File: config.mk
export PLATFORM = sky130hd
export DESIGN_NAME = uart_top
export DESIGN_NICKNAME = d
export VERILOG_FILES = /design/src/rtl/uart_pkg.sv /design/src/rtl/uart_baud_gen.sv /design/src/rtl/uart_top.sv
export SDC_FILE = /design/constraint.sdc
export NUM_CORES = 1
export LEC_CHECK = 0
export ABC_AREA = 1
export BUFFER_PORTS_ARGS = -buffer_cell sky130_fd_sc_hd__buf_2
export CORE_MARGIN = 1
export CORE_UTILIZATION = 45
export DETAILED_ROUTE_END_ITERATION = 10
export SYNTH_ARGS = -nofsm -noshare
export SYNTH_HDL_FRONTEND = slang
export SYNTH_SLANG_ARGS = --single-unit
File: constraint.sdc
create_clock -name CLK -period 4.5 [get_ports CLK]
set_input_delay 0.675 -clock CLK [delete_from_list [all_inputs] [get_ports CLK]]
set_output_delay 0.675 -clock CLK [all_outputs]
set_load 0.01 [all_outputs]
File: src/rtl/uart_pkg.sv
`default_nettype none
// ============================================================================
//  Module      : uart_pkg
//  Description : Shared constants and state encodings for the 8N1 UART.
//  Revision    : 1.0  initial release
// ============================================================================
package uart_pkg;

    // Width of one data character.
    localparam int DATA_W = 8;

    // Oversample ticks per serial bit.
    localparam int OVS = 16;

    // Transmitter state codes (visible on SEG[7:4]).
    typedef enum logic [1:0] {
        TX_IDLE  = 2'd0,
        TX_START = 2'd1,
        TX_DATA  = 2'd2,
        TX_STOP  = 2'd3
    } tx_state_t;

    // Receiver state codes (visible on SEG[3:0]).
    typedef enum logic [1:0] {
        RX_IDLE  = 2'd0,
        RX_START = 2'd1,
        RX_DATA  = 2'd2,
        RX_STOP  = 2'd3
    } rx_state_t;

endpackage
`default_nettype wire

File: src/rtl/uart_baud_gen.sv
`default_nettype none
// ============================================================================
//  Module      : uart_baud_gen
//  Description : Oversample tick generator. Emits a one-cycle tick every DIV
//                clocks; clr holds the phase at zero so a frame always starts
//                on a fresh tick boundary.
//  Revision    : 1.0  initial release
// ============================================================================
module uart_baud_gen #(
    parameter int DIV = 163
) (
    input  logic clk,
    input  logic rst_n,
    input  logic clr,
    output logic tick
);

    localparam int                CNT_W   = (DIV > 1) ? $clog2(DIV) : 1;
    localparam logic [CNT_W-1:0]  CNT_MAX = CNT_W'(DIV - 1);

    logic [CNT_W-1:0] cnt;

    assign tick = !clr && (cnt == CNT_MAX);

    // Divider counter: restarts on clear and after every tick.
    always_ff @(posedge clk or negedge rst_n) begin
        if (!rst_n) begin
            cnt <= '0;
        end else if (clr || tick) begin
            cnt <= '0;
        end else begin
            cnt <= cnt + CNT_W'(1);
        end
    end

endmodule
`default_nettype wire

File: src/rtl/uart_top.sv
`default_nettype none
// ============================================================================
//  Module      : uart_top
//  Description : Independent 8N1 UART transmitter and receiver with 16x
//                oversampling, button-triggered transmit and a state-code
//                debug output.
//  Revision    : 1.0  initial release
// ============================================================================
module uart_top
    import uart_pkg::*;
#(
    parameter int CLK_HZ = 50_000_000,
    parameter int BAUD   = 19200
) (
    input  logic              CLK,
    input  logic              RESET,
    input  logic              rx,
    input  logic              BOTON_START,
    input  logic [DATA_W-1:0] SWITCH,
    output logic              tx,
    output logic [DATA_W-1:0] DOUT,
    output logic [7:0]        SEG
);

    // Rounded clocks per oversample tick.
    localparam int DIV = (CLK_HZ + 8 * BAUD) / (16 * BAUD);

    localparam logic [3:0] TICK_LAST = 4'(OVS - 1);
    localparam logic [3:0] TICK_MID  = 4'(OVS / 2 - 1);
    localparam logic [2:0] BIT_LAST  = 3'(DATA_W - 1);

    // ------------------------------------------------------------------
    // Input synchronizers
    // ------------------------------------------------------------------
    logic btn_meta, btn_sync, btn_prev;
    logic rx_meta, rx_sync;
    logic send_req;

    assign send_req = btn_sync && !btn_prev;

    // Two-flop synchronizers plus edge-detect history; rx idles high.
    always_ff @(posedge CLK or negedge RESET) begin
        if (!RESET) begin
            btn_meta <= 1'b0;
            btn_sync <= 1'b0;
            btn_prev <= 1'b0;
            rx_meta  <= 1'b1;
            rx_sync  <= 1'b1;
        end else begin
            btn_meta <= BOTON_START;
            btn_sync <= btn_meta;
            btn_prev <= btn_sync;
            rx_meta  <= rx;
            rx_sync  <= rx_meta;
        end
    end

    // ------------------------------------------------------------------
    // Tick generators: each side restarts its phase while idle
    // ------------------------------------------------------------------
    tx_state_t tx_state, tx_next;
    rx_state_t rx_state, rx_next;
    logic      tx_tick, rx_tick;

    uart_baud_gen #(.DIV(DIV)) u_tx_baud (
        .clk   (CLK),
        .rst_n (RESET),
        .clr   (tx_state == TX_IDLE),
        .tick  (tx_tick)
    );

    uart_baud_gen #(.DIV(DIV)) u_rx_baud (
        .clk   (CLK),
        .rst_n (RESET),
        .clr   (rx_state == RX_IDLE),
        .tick  (rx_tick)
    );

    // ------------------------------------------------------------------
    // Transmitter
    // ------------------------------------------------------------------
    logic [3:0]        tx_tick_cnt;
    logic [2:0]        tx_bit_cnt;
    logic [DATA_W-1:0] tx_shreg;
    logic              tx_bit_end;

    assign tx_bit_end = tx_tick && (tx_tick_cnt == TICK_LAST);

    // TX state register.
    always_ff @(posedge CLK or negedge RESET) begin
        if (!RESET) begin
            tx_state <= TX_IDLE;
        end else begin
            tx_state <= tx_next;
        end
    end

    // TX next-state: requests outside IDLE are simply dropped.
    always_comb begin
        tx_next = tx_state;
        case (tx_state)
            TX_IDLE:  if (send_req) tx_next = TX_START;
            TX_START: if (tx_bit_end) tx_next = TX_DATA;
            TX_DATA:  if (tx_bit_end && (tx_bit_cnt == BIT_LAST)) tx_next = TX_STOP;
            TX_STOP:  if (tx_bit_end) tx_next = TX_IDLE;
            default:  tx_next = TX_IDLE;
        endcase
    end

    // TX line level decoded from state; idle and stop are high.
    always_comb begin
        tx = 1'b1;
        case (tx_state)
            TX_START: tx = 1'b0;
            TX_DATA:  tx = tx_shreg[0];
            default:  tx = 1'b1;
        endcase
    end

    // TX datapath: latch byte on request, count ticks, shift out LSB first.
    always_ff @(posedge CLK or negedge RESET) begin
        if (!RESET) begin
            tx_tick_cnt <= '0;
            tx_bit_cnt  <= '0;
            tx_shreg    <= '0;
        end else if (tx_state == TX_IDLE) begin
            tx_tick_cnt <= '0;
            tx_bit_cnt  <= '0;
            if (send_req) begin
                tx_shreg <= SWITCH;
            end
        end else if (tx_tick) begin
            tx_tick_cnt <= tx_tick_cnt + 4'd1;
            if ((tx_tick_cnt == TICK_LAST) && (tx_state == TX_DATA)) begin
                tx_shreg   <= {1'b0, tx_shreg[DATA_W-1:1]};
                tx_bit_cnt <= tx_bit_cnt + 3'd1;
            end
        end
    end

    // ------------------------------------------------------------------
    // Receiver
    // ------------------------------------------------------------------
    logic [3:0]        rx_tick_cnt;
    logic [2:0]        rx_bit_cnt;
    logic [DATA_W-1:0] rx_shreg;
    logic              rx_armed;

    // RX state register.
    always_ff @(posedge CLK or negedge RESET) begin
        if (!RESET) begin
            rx_state <= RX_IDLE;
        end else begin
            rx_state <= rx_next;
        end
    end

    // RX next-state: start-bit check at its midpoint, then full-bit steps.
    always_comb begin
        rx_next = rx_state;
        case (rx_state)
            RX_IDLE:  if (rx_armed && !rx_sync) rx_next = RX_START;
            RX_START: if (rx_tick && (rx_tick_cnt == TICK_MID))
                          rx_next = rx_sync ? RX_IDLE : RX_DATA;
            RX_DATA:  if (rx_tick && (rx_tick_cnt == TICK_LAST) && (rx_bit_cnt == BIT_LAST))
                          rx_next = RX_STOP;
            RX_STOP:  if (rx_tick && (rx_tick_cnt == TICK_LAST)) rx_next = RX_IDLE;
            default:  rx_next = RX_IDLE;
        endcase
    end

    // RX datapath: sample at mid-bit, assemble LSB first, commit on good stop.
    always_ff @(posedge CLK or negedge RESET) begin
        if (!RESET) begin
            rx_tick_cnt <= '0;
            rx_bit_cnt  <= '0;
            rx_shreg    <= '0;
            rx_armed    <= 1'b0;
            DOUT        <= '0;
        end else begin
            case (rx_state)
                RX_IDLE: begin
                    rx_tick_cnt <= '0;
                    rx_bit_cnt  <= '0;
                    if (rx_sync) rx_armed <= 1'b1;
                end
                RX_START: begin
                    if (rx_tick) begin
                        rx_tick_cnt <= (rx_tick_cnt == TICK_MID) ? 4'd0 : rx_tick_cnt + 4'd1;
                    end
                end
                RX_DATA: begin
                    if (rx_tick) begin
                        rx_tick_cnt <= rx_tick_cnt + 4'd1;
                        if (rx_tick_cnt == TICK_LAST) begin
                            rx_shreg   <= {rx_sync, rx_shreg[DATA_W-1:1]};
                            rx_bit_cnt <= rx_bit_cnt + 3'd1;
                        end
                    end
                end
                RX_STOP: begin
                    if (rx_tick) begin
                        rx_tick_cnt <= rx_tick_cnt + 4'd1;
                        if (rx_tick_cnt == TICK_LAST) begin
                            if (rx_sync) DOUT <= rx_shreg;
                            rx_armed <= 1'b0;
                        end
                    end
                end
                default: rx_tick_cnt <= '0;
            endcase
        end
    end

    // Debug status: state codes zero-extended into each nibble.
    always_comb begin
        SEG = {2'b00, tx_state, 2'b00, rx_state};
    end

endmodule
`default_nettype wire

# Yosys cells after proc, flatten, opt, wreduce, memory -nomap -nowiden
# Cells that the tools add are included.
# totals
reg_bits,64
input_bits,12
out_inout_bits,17
elab_cells,117
# classes
addsub,6
n_eq_ne,28
muxes,34
reduce_logical,32
# op_table
operator,n
$mux W8,6
$ne A2 B2 Y1 const B,14
$mux W4,5
$mux W2,9
$add A8 B1 Y8 const B,2
$eq A8 B8 Y1 const B,2
$pmux W2 S4,2
$reduce_and A4 Y1,4
$mux W3,5
$pmux W4 S3,1
$logic_and A1 B1 Y1,10
$reduce_and A3 Y1,3
$add A4 B1 Y4 const B,2
$eq A2 B2 Y1 const B,4
$eq A4 B4 Y1 const B,2
$reduce_bool A2 Y1,4
$add A3 B1 Y3 const B,2
$eq A3 B3 Y1 const B,2
$pmux W3 S2,1
$eq A2 B1 Y1 const B,2
$eq A4 B3 Y1 const B,1
$logic_not A1 Y1,4
$logic_not A2 Y1,2
$pmux W1 S2,2
5 further kinds,9

# Depth between registers and ports, before layout
# depth
depth_word,7
mapped_depth,11
mapped_depth_nobuf,11

# Cells and area by module
# Synthesis repeated with hierarchy kept, for this count alone.
# unflattened
hier_cells,376
hier_area_um2,3145.5
# by_module_without_submodules
module,n_inst,cells_per_inst,area_each_um2,seq_area_each_um2
uart_top,1,268,2299.7,1203.7
uart_baud_gen,2,54,422.9,200.2

# Least setup slack after synthesis
# Ideal clock, no wire load.
# synth_path
path_type,register -> output
from,register tx_state[0]
to,output port tx
arrival_time_ns,1.030
required_time_ns,3.825
path_slack_ns,2.795
path_stages_with_launch,4
n_path_buf,0
path_cell_list,dfrtp_1 > inv_1 > ha_1 > o21ai_0
# synth_between
elab_chain_cells,2
word_cells_on_any_way,3
cone_classes,eq/ne (2); mux (1)
# synth_lines
item,line,rtl
start: declaration,uart_top.sv:61,"tx_state_t tx_state, tx_next;"
start signal: assignment,uart_top.sv:94,tx_state <= tx_next;
$eq A2 B2 Y1 or $eq A2 B1 Y1 (tied branches),uart_top.sv:113,case (tx_state)
$pmux W1 S2 *,uart_top.sv:113,
end: declaration,uart_top.sv:20,"output logic tx,"
# Every way passes the cells marked *; elsewhere a longest branch is shown, timed or not.

# Worst setup path after layout
# Ends and elaborated chain as after synthesis.

==> results.sh <==
export IMPL_synthDistinctLibCells=37
export IMPL_clkLatencyLatePin_ps=340
export IMPL_rr_endpoint="tx_shreg[0]"
export IMPL_finalSetupViolCount=0
export IMPL_cp_cell_sequence="inv_1, ha_1, o21ai_0, buf_2"
export IMPL_cts_setup_buffers=0
export IMPL_crit_family="flip-flops"
export IMPL_power_density_mw_per_mm2=463
export IMPL_portBuffers=24
export IMPL_antenna_found_initial=0
export IMPL_die_y_um=85.8
export IMPL_critPathMaxFanout=5
export IMPL_endpoint_kind="output port"
export IMPL_finClkSkew_ps=4.86
export IMPL_synth_cells=345
export IMPL_ant_nets=0
export IMPL_holdPathEnd="rx_sync"
export IMPL_vias=2253
export IMPL_drt_iter0_drc=86
export IMPL_ys_seq_area_share_pct=50.7
export IMPL_rsz0062_at_grt="no"
export IMPL_relSlewSlack_pct=39.4
export IMPL_peakVddDrop_v=0.000230
export IMPL_reg2reg_depth=9
export IMPL_worstPathRequired_ps=3830
export IMPL_yosys_warnings=0
export IMPL_dieArea_sq_mm=0.00737
export IMPL_ys_seq_elements=64
export IMPL_worst_pin_slew_ps=909
export IMPL_crit_arrival_ps=1360
export IMPL_cp_start_kind="register"
export IMPL_cp_num_buf_inv=2
export IMPL_clk_pin_slew_ps=70
export IMPL_dp_slack_ps=2510
export IMPL_drive_gt1_share_pct=18.7
export IMPL_hp_start="rx_meta"
export IMPL_fin_crit_ps=2040
export IMPL_slew_violations=0
export IMPL_grt_pass1_vias=2135
export IMPL_critPathKind="reg2out"
export IMPL_maxCapViolCount=0
export IMPL_status="finished, final reports clean"
export IMPL_area_delta_synth_final_pct=11.1
export IMPL_cts_resized_gates=0
export IMPL_io_pins=29
export IMPL_core_sq_mm=0.00679
export IMPL_mostFrequentLayoutCells="nand2_1 (86), dfrtp_1 (62), inv_1 (39), buf_2 (24), nand3_1 (22)"
export IMPL_routed_wl_um=5190
export IMPL_setup_ws_ps=2460
export IMPL_routed_via_density=4.74
export IMPL_drcViolationCount=0
export IMPL_gr_total_overflow=0
export IMPL_min_path_cells=0
export IMPL_period_share_pct=45.3
export IMPL_dr_pass1_iters=5
export IMPL_cellLeakagePower_uw=0.00175
export IMPL_nets=400
export IMPL_fin_setup_tns_ps=0
export IMPL_synth_area_sq_mm=0.00316
export IMPL_min_path_type="reg2reg"
export IMPL_mostFrequentLayoutCell="nand2_1"
export IMPL_grt_max_degree=42
export IMPL_clockBufferDepth=2
export IMPL_grt_pass1_wl_um=9440
export IMPL_diodes=0
export IMPL_cts_root_buffer="clkbuf_8"
export IMPL_place_detailed_hpwl_um=3670
export IMPL_crit_start="tx_state[0]"
export IMPL_cts_inserted_buffers=9
export IMPL_n_fill_cell=636
export IMPL_regToRegStartpoint="tx_state[0]"
export IMPL_fmax_mhz=491
export IMPL_cts_tree="built"
export IMPL_grtUsageTotal_pct=16.4
export IMPL_syn_area_per_cell_sq_um=9.17
export IMPL_hold_violations=0
export IMPL_clock_sinks=64
export IMPL_start_util_pct=46.6
export IMPL_routedWlPerCell_um=10.9
export IMPL_cp_slowest_stage_delay_ps=410
export IMPL_path_depth=4
export IMPL_r2r_setup_slack_ps=2530
export IMPL_ctsHoldBuffers=0
export IMPL_rows=30
export IMPL_chipWidth_um=85.8
export IMPL_gp_congestion=0.791
export IMPL_cts_htree_levels=3
export IMPL_cp_slowest_cell="dfrtp_1"
per-layer routing:
layer | global-route usage (%) | part of all wire [%]
met4 | 7.88 | 1.9
met5 | 0 | 0
met3 | 4.33 | 3.1
met1 | 22.4 | 52
met2 | 24.5 | 43
final cells by class:
cell class / count / area (sq um) / area share (%)
repair buffers: 25 / 128 / 3.63
clock buffers: 12 / 145 / 4.13
inverters: 40 / 150 / 4.27
flip-flops and latches: 64 / 1600 / 45.6
clock inverters: 4 / 20.0 / 0.570
multi-input cells: 234 / 1350 / 38.3
well taps: 96 / 120 / 3.42
flip-flops by register name, summed over array words and instances (netlist names), 2 cells and up, named ones only:
signal and flops:
tx_state 2, u_rx_baud.cnt 8, u_tx_baud.cnt 8, rx_shreg 8, tx_tick_cnt 4, DOUT 8, rx_bit_cnt 3, tx_bit_cnt 3
rx_tick_cnt 4, tx_shreg 8
worst reg2reg max path, cell delays in order, from the launching register on:
cell and delay, ps:
dfrtp_1 420, inv_1 100, ha_1 440, inv_2 230
o21ai_1 190, nand2_4 120, nor2_8 190, inv_1 80
nand2_1 60, nand2_1 40
cells in the mapped netlist (all sizes together):
master	number	area, sq um
a21oi	9	56.3
and3	2	12.5
buf	10	72.6
conb	1	3.75
dfrtp	62	1550
dfstp	2	52.6
ha	14	175
inv	40	150
nand2	91	369
nand3	22	110
nand3b	1	20.0
nand4	3	33.8
nor2	27	156
nor3	8	56.3
nor3b	5	37.5
o211ai	1	12.5
o21a	1	7.51
o21ai	40	238
o41ai	1	8.76
or2	1	6.26
or3	1	6.26
xnor2	1	8.76
xor2	2	17.5
how the worst max path moves through the flow:
stage | slack, ps | endpoint
after floorplan | 2800 | tx
after global placement | 2550 | tx_shreg[0]
after detailed placement | 2510 | tx_shreg[7]
after CTS | 2430 | tx
after global routing | 2230 | tx_shreg[0]
final | 2460 | tx
metrics by stage:
stage	cell area (sq um)	hold WS [ps]	cells	utilization, %	total power (uW)
after global placement	3350	337	459	49.3	1220
final	3510	360	475	51.7	1630
after detailed placement	3350	347	459	49.3	1220
after global routing	3510	364	475	51.7	1760
after CTS	3510	362	475	51.7	1650
after floorplan	3170	331	348	-	1120
cell families (layout without fill, tap and decap cells):
logic type | after synthesis | count (layout) | synth area share [%]
simple gates | 161 | 161 | 25.6
flops | 64 | 64 | 50.7
compound gates | 52 | 52 | 10.2
buf+inv | 50 | 81 | 7.04
fa+ha+maj | 14 | 14 | 5.54
xor+xnor | 3 | 3 | 0.831
other cells | 1 | 4 | 0.119
report_power, final:
group / internal, uW / switching [uW] / total, uW
Clock: 211 / 211 / 422
Combinational: 158 / 328 / 486
Sequential: 653 / 67.2 / 720
Total: 1020 / 606 / 1630
No activity file was read; power rests on OpenSTA's default activity.
